## config.mk

```make
export PLATFORM = sky130hd
export DESIGN_NAME = frame_reverser
export DESIGN_NICKNAME = d
export VERILOG_FILES = /design/src/rtl/frame_pkg.sv /design/src/rtl/frame_store.sv /design/src/rtl/frame_reverser.sv
export SDC_FILE = /design/constraint.sdc
export NUM_CORES = 1
export LEC_CHECK = 0
export ABC_AREA = 1
export BUFFER_PORTS_ARGS = -buffer_cell sky130_fd_sc_hd__buf_4
export CORE_MARGIN = 4
export CORE_UTILIZATION = 60
export CTS_BUF_LIST = sky130_fd_sc_hd__clkbuf_16
export CTS_CLUSTER_SIZE = 8
export DETAILED_ROUTE_END_ITERATION = 10
export GPL_ROUTABILITY_DRIVEN = 0
export HOLD_SLACK_MARGIN = 0.1
export PLACE_DENSITY = 0.84
export RECOVER_POWER = 25
export SLEW_MARGIN = 15
export SYNTH_ARGS = -nofsm -noshare
export SYNTH_HDL_FRONTEND = slang
export SYNTH_SLANG_ARGS = --single-unit
```

## constraint.sdc

```tcl
create_clock -name clk -period 13.8 [get_ports clk]
set_input_delay 1.38 -clock clk [delete_from_list [all_inputs] [get_ports clk]]
set_output_delay 1.38 -clock clk [all_outputs]
set_load 0.03 [all_outputs]
```

## src/rtl/frame_pkg.sv

```systemverilog
// Shared defaults and state encoding for the frame reverser and its storage.
package frame_pkg;

  localparam int DEPTH_DEFAULT = 20;
  localparam int WIDTH_DEFAULT = 8;

  typedef enum logic {
    FILL  = 1'b0,
    DRAIN = 1'b1
  } state_t;

endpackage

```

## src/rtl/frame_store.sv

```systemverilog
// DEPTH x WIDTH register file: one synchronous write port, one combinational read port.
module frame_store
  import frame_pkg::*;
#(
  parameter int DEPTH = DEPTH_DEFAULT,
  parameter int WIDTH = WIDTH_DEFAULT,
  parameter int CNT_W = 5
) (
  input  logic             clk,
  input  logic             rst,
  input  logic             i_we,
  input  logic [CNT_W-1:0] i_waddr,
  input  logic [WIDTH-1:0] i_wdata,
  input  logic [CNT_W-1:0] i_raddr,
  output logic [WIDTH-1:0] o_rdata
);

  logic [WIDTH-1:0] w_mem [DEPTH];

  for (genvar gi = 0; gi < DEPTH; gi++) begin : g_entry
    logic [WIDTH-1:0] r_q;

    always_ff @(posedge clk or posedge rst) begin
      if (rst) begin
        r_q <= '0;
      end else if (i_we && (i_waddr == CNT_W'(gi))) begin
        r_q <= i_wdata;
      end
    end

    assign w_mem[gi] = r_q;
  end

  // Out-of-range addresses read as zero instead of indexing past the array.
  always_comb begin
    o_rdata = '0;
    for (int i = 0; i < DEPTH; i++) begin
      if (i_raddr == CNT_W'(i)) begin
        o_rdata = w_mem[i];
      end
    end
  end

endmodule

```

## src/rtl/frame_reverser.sv

```systemverilog
// Collects one byte frame (closed by last or by a full buffer) and replays it in reverse.
module frame_reverser
  import frame_pkg::*;
#(
  parameter int DEPTH = DEPTH_DEFAULT,
  parameter int WIDTH = WIDTH_DEFAULT,
  parameter int CNT_W = 5
) (
  input  logic             clk,
  input  logic             rst,
  input  logic [WIDTH-1:0] i_in_data,
  input  logic             i_in_valid,
  input  logic             i_in_last,
  output logic             o_in_ready,
  output logic [WIDTH-1:0] o_out_data,
  output logic             o_out_valid,
  output logic             o_out_last,
  input  logic             i_out_ready,
  output logic [CNT_W-1:0] o_level,
  output logic             o_trunc
);

  localparam logic [CNT_W-1:0] ONE      = CNT_W'(1);
  localparam logic [CNT_W-1:0] LAST_IDX = CNT_W'(DEPTH - 1);

  state_t           r_state, r_state_next;
  logic [CNT_W-1:0] r_level, r_level_next;
  logic [CNT_W-1:0] r_rdptr, r_rdptr_next;
  logic             r_trunc, r_trunc_next;

  logic             w_we;
  logic [CNT_W-1:0] w_raddr;
  logic [WIDTH-1:0] w_rdata;

  assign w_raddr = r_rdptr - ONE;

  frame_store #(
    .DEPTH (DEPTH),
    .WIDTH (WIDTH),
    .CNT_W (CNT_W)
  ) u_store (
    .clk     (clk),
    .rst     (rst),
    .i_we    (w_we),
    .i_waddr (r_level),
    .i_wdata (i_in_data),
    .i_raddr (w_raddr),
    .o_rdata (w_rdata)
  );

  always_ff @(posedge clk or posedge rst) begin
    if (rst) begin
      r_state <= FILL;
      r_level <= '0;
      r_rdptr <= '0;
      r_trunc <= 1'b0;
    end else begin
      r_state <= r_state_next;
      r_level <= r_level_next;
      r_rdptr <= r_rdptr_next;
      r_trunc <= r_trunc_next;
    end
  end

  always_comb begin
    r_state_next = r_state;
    r_level_next = r_level;
    r_rdptr_next = r_rdptr;
    r_trunc_next = 1'b0;
    w_we         = 1'b0;
    o_in_ready   = 1'b0;
    o_out_valid  = 1'b0;
    o_out_last   = 1'b0;
    o_out_data   = '0;

    case (r_state)
      FILL: begin
        o_in_ready = 1'b1;
        if (i_in_valid) begin
          w_we         = 1'b1;
          r_level_next = r_level + ONE;
          // rdptr points one past the newest byte so the drain starts there.
          if (i_in_last || (r_level == LAST_IDX)) begin
            r_state_next = DRAIN;
            r_rdptr_next = r_level + ONE;
            r_trunc_next = !i_in_last;
          end
        end
      end
      DRAIN: begin
        o_out_valid = 1'b1;
        o_out_data  = w_rdata;
        o_out_last  = (r_rdptr == ONE);
        if (i_out_ready) begin
          r_rdptr_next = r_rdptr - ONE;
          r_level_next = r_level - ONE;
          if (r_rdptr == ONE) begin
            r_state_next = FILL;
            r_level_next = '0;
          end
        end
      end
      default: r_state_next = FILL;
    endcase
  end

  assign o_level = r_level;
  assign o_trunc = r_trunc;

endmodule
```

==> out/results.ini <==
[outcome]
status = complete, but fails checks
violations = max-capacitance violations, max-slew violations

[critical_path]
start_kind = flop
cp.arrival_ns = 3.78
crit_required_ns = 12.42
rrSetupSlack_ns = 10.82
cp-end-kind = output pin
crit_slowest_cell = dfrtp_1
cp-endpoint = o_out_data[1]
path_depth = 25
crit_family = simple AND/OR/NAND/NOR gates
cp-startpoint = r_rdptr[0]
rr_worst_depth = 5
max_stage_delay_ns = 0.40
cpMostUsedCell = nand2_1
critPathMaxFanout = 11
timing.rr.start = r_state
critPathBufInv = 2
reg2reg_to = u_store.g_entry[13].r_q[5]
crit_type = flop to output pin

[worst_hold_path]
hold-path-cell-count = 2
hp-class = flop to flop

[power]
comb_power_share_pct = 41.2
clkPwrFrac_pct = 21.0
netSwitchingPower_mw = 0.911
swShare_pct = 42.5
internal_power_mw = 1.23
p_per_area_nw_per_um2 = 232
seqPwrFrac_pct = 37.8
total_power_mw = 2.14
ir_drop_mv = 0.189
p_leak_nw = 4.39

[clocking]
cts_max_path_buffers = 2
cts_tree = built
root_buffer = clkbuf_16
htreeDepth = 4
post_cts_buffers = 0
numCtsBuffers = 17
clock_latency_ns = 0.43
clock-sinks = 172
hold_buffers = 0
clkTransAtPathRegs_ns = 0.06
post_cts_resized = 0

[placed_design]
port_buffers = 29
dp_slack_ns = 9.10
dp_hpwl_mm = 13.7
placed_area_um2 = 8720
dpl.cell_count = 1225

[cells_and_area]
fillers = 1124
area_delta_synth_final_pct = 9.29
design_area_um2 = 9260
nNetsFinal = 1088
drive_above_1_share_pct = 9.10
diodes = 0
final_cells = 1257
fin_util_pct = 66.9

[yosys]
synth_area_leaders = dfrtp_1 51%, nand2_1 15%, o21ai_0 10%, nand3_1 3.8%, a21oi_1 3.5%
yosysWarnings = 0
synth.net_count = 1088
syn_area_per_cell_um2 = 7.96
synth_cells = 1064
ys_ff_latch = 172
post-synth-top-area-fraction_pct = 50.8
synth_area_um2 = 8470
yosysSeqAreaShare_pct = 50.8
synth_cell_types = 38
synth_top_cell_by_area = dfrtp_1

[global_route]
antenna_found_initial = 0
grt_pass1_vias = 6722
track_usage_pct = 26.8
grt_pass1_wl_mm = 34.4
grt_max_degree = 97
grt.overflow.total = 0

[timing]
timing.slew.headroom_pct = -171
skew_ns = 0.00914
finalSetupTns_ns = 0
clock.fmax_ghz = 0.194
rsz0062_at_grt = false
finalCriticalPeriod_ns = 5.16
whs_ns = 0.477
hold_viol = 0
layout_setup_ws_ns = 8.64
fin_crit_sh_pct = 37.4
worstMarginPinSlew_ns = 4.04
drv_slew = 97
setup_violations = 0

[floorplan]
start_util_pct = 61.3
fp.dieW_um = 127
dieArea_um2 = 16100
io_pins = 30
rows = 43
die_h_um = 127
coreArea_um2 = 13800

[routing]
dr.pass1.iters = 5
viasPerCell = 5.73
vias = 7204
antenna_left = 0
routedWlPerCell_um = 16.3
drc = 0
drtIter0Drc = 869
wirelength_mm = 20.5

[job]
max_cap_violations = 1

==> power groups by stage <==
stage	sequential, mW	clock [mW]	combinational (mW)
6_report	0.810	0.450	0.883
5_1_grt	0.831	0.477	0.989
4_1_cts	0.806	0.453	0.879
3_5_place_dp	0.809	0	0.875
3_3_place_gp	0.807	0	0.851
2_1_floorplan	0.785	0	0.653
==> layer usage <==
layer	up-vias	global-route usage [%]	wire length [um]
met5	-	0	0
met4	0	8.77	349
met3	30	4.46	1370
met2	276	39.3	9240
met1	3431	40.8	9580
li1	3467	-	-
==> cell families after synthesis <==
| group | synth area share, % |
|---|---|
| AND/OR/NAND/NOR | 26.7 |
| AO/OA/AOI/OAI | 15.3 |
| flip-flops | 50.8 |
| buffers and inverters | 5.29 |
| adder cells (fa/ha/maj) | 1.63 |
| XOR/XNOR | 0.296 |
==> cell type report <==
type	count	area (um2)	share of cell area (%)
Timing Repair Buffer	30	225	2.43
Clock buffer	17	425	4.60
Sequential cell	172	4300	46.5
Clock inverter	15	119	1.28
Tap cell	180	225	2.43
Multi-Input combinational cell	780	3720	40.2
Inverter	63	240	2.60
==> layout by cell type, fill, tap and decap left out, types with 2 or more instances in the layout <==
cell and n:
or2_2 6, or2_0 6, clkinv_2 5, a21oi_2 2, bufinv_16 2, buf_4 29
o21ai_0 177, dfrtp_1 172, nor2_1 69, clkbuf_16 17, ha_1 11, nand3_1 64
nor2_4 9, nand3_4 4, nand2_2 2, nor3_1 3, a21oi_1 59, nand2_1 337
inv_2 7, clkinv_1 8, nor2_2 3, inv_1 53, nand2_4 4, nand4_1 4
o31ai_1 8
==> how the worst min path moves through the flow <==
stage	slack [ns]	end	startpoint
after floorplan	0.45	u_store.g_entry[2].r_q[0]	u_store.g_entry[2].r_q[0]
after detailed placement	0.47	u_store.g_entry[10].r_q[0]	u_store.g_entry[10].r_q[0]
after global placement	0.46	u_store.g_entry[9].r_q[2]	u_store.g_entry[9].r_q[2]
after CTS	0.48	u_store.g_entry[10].r_q[0]	u_store.g_entry[10].r_q[0]
after global routing	0.51	u_store.g_entry[4].r_q[3]	u_store.g_entry[4].r_q[3]
final	0.48	u_store.g_entry[10].r_q[0]	u_store.g_entry[10].r_q[0]
==> worst min-delay path, stage by stage (launching register included) <==
cell     delay [ns]
dfrtp_1        0.34
nand2_1        0.05
o21ai_0        0.05
==> sequential cells by signal, summed over array words and instances, names as in the netlist <==
signal	flops
u_store.g_entry.r_q	160
r_state	1
r_rdptr	5
o_trunc	1
o_level	5
==> cells in the mapped netlist, drive strengths merged <==
cell type  number
nor2           82
a21oi          61
clkinv          7
a311oi          1
buf             6
clkbuf         43
o21ai         178
a22oi           1
xor2            1
nand4           4
nor3            4
a31oi           1
dfrtp         172
or2            13
nand2         343
inv            56
nand3          69
nor4            1
o31ai           8
a32oi           1
xnor2           1
ha             11
Power figures use the tool's default switching activity.
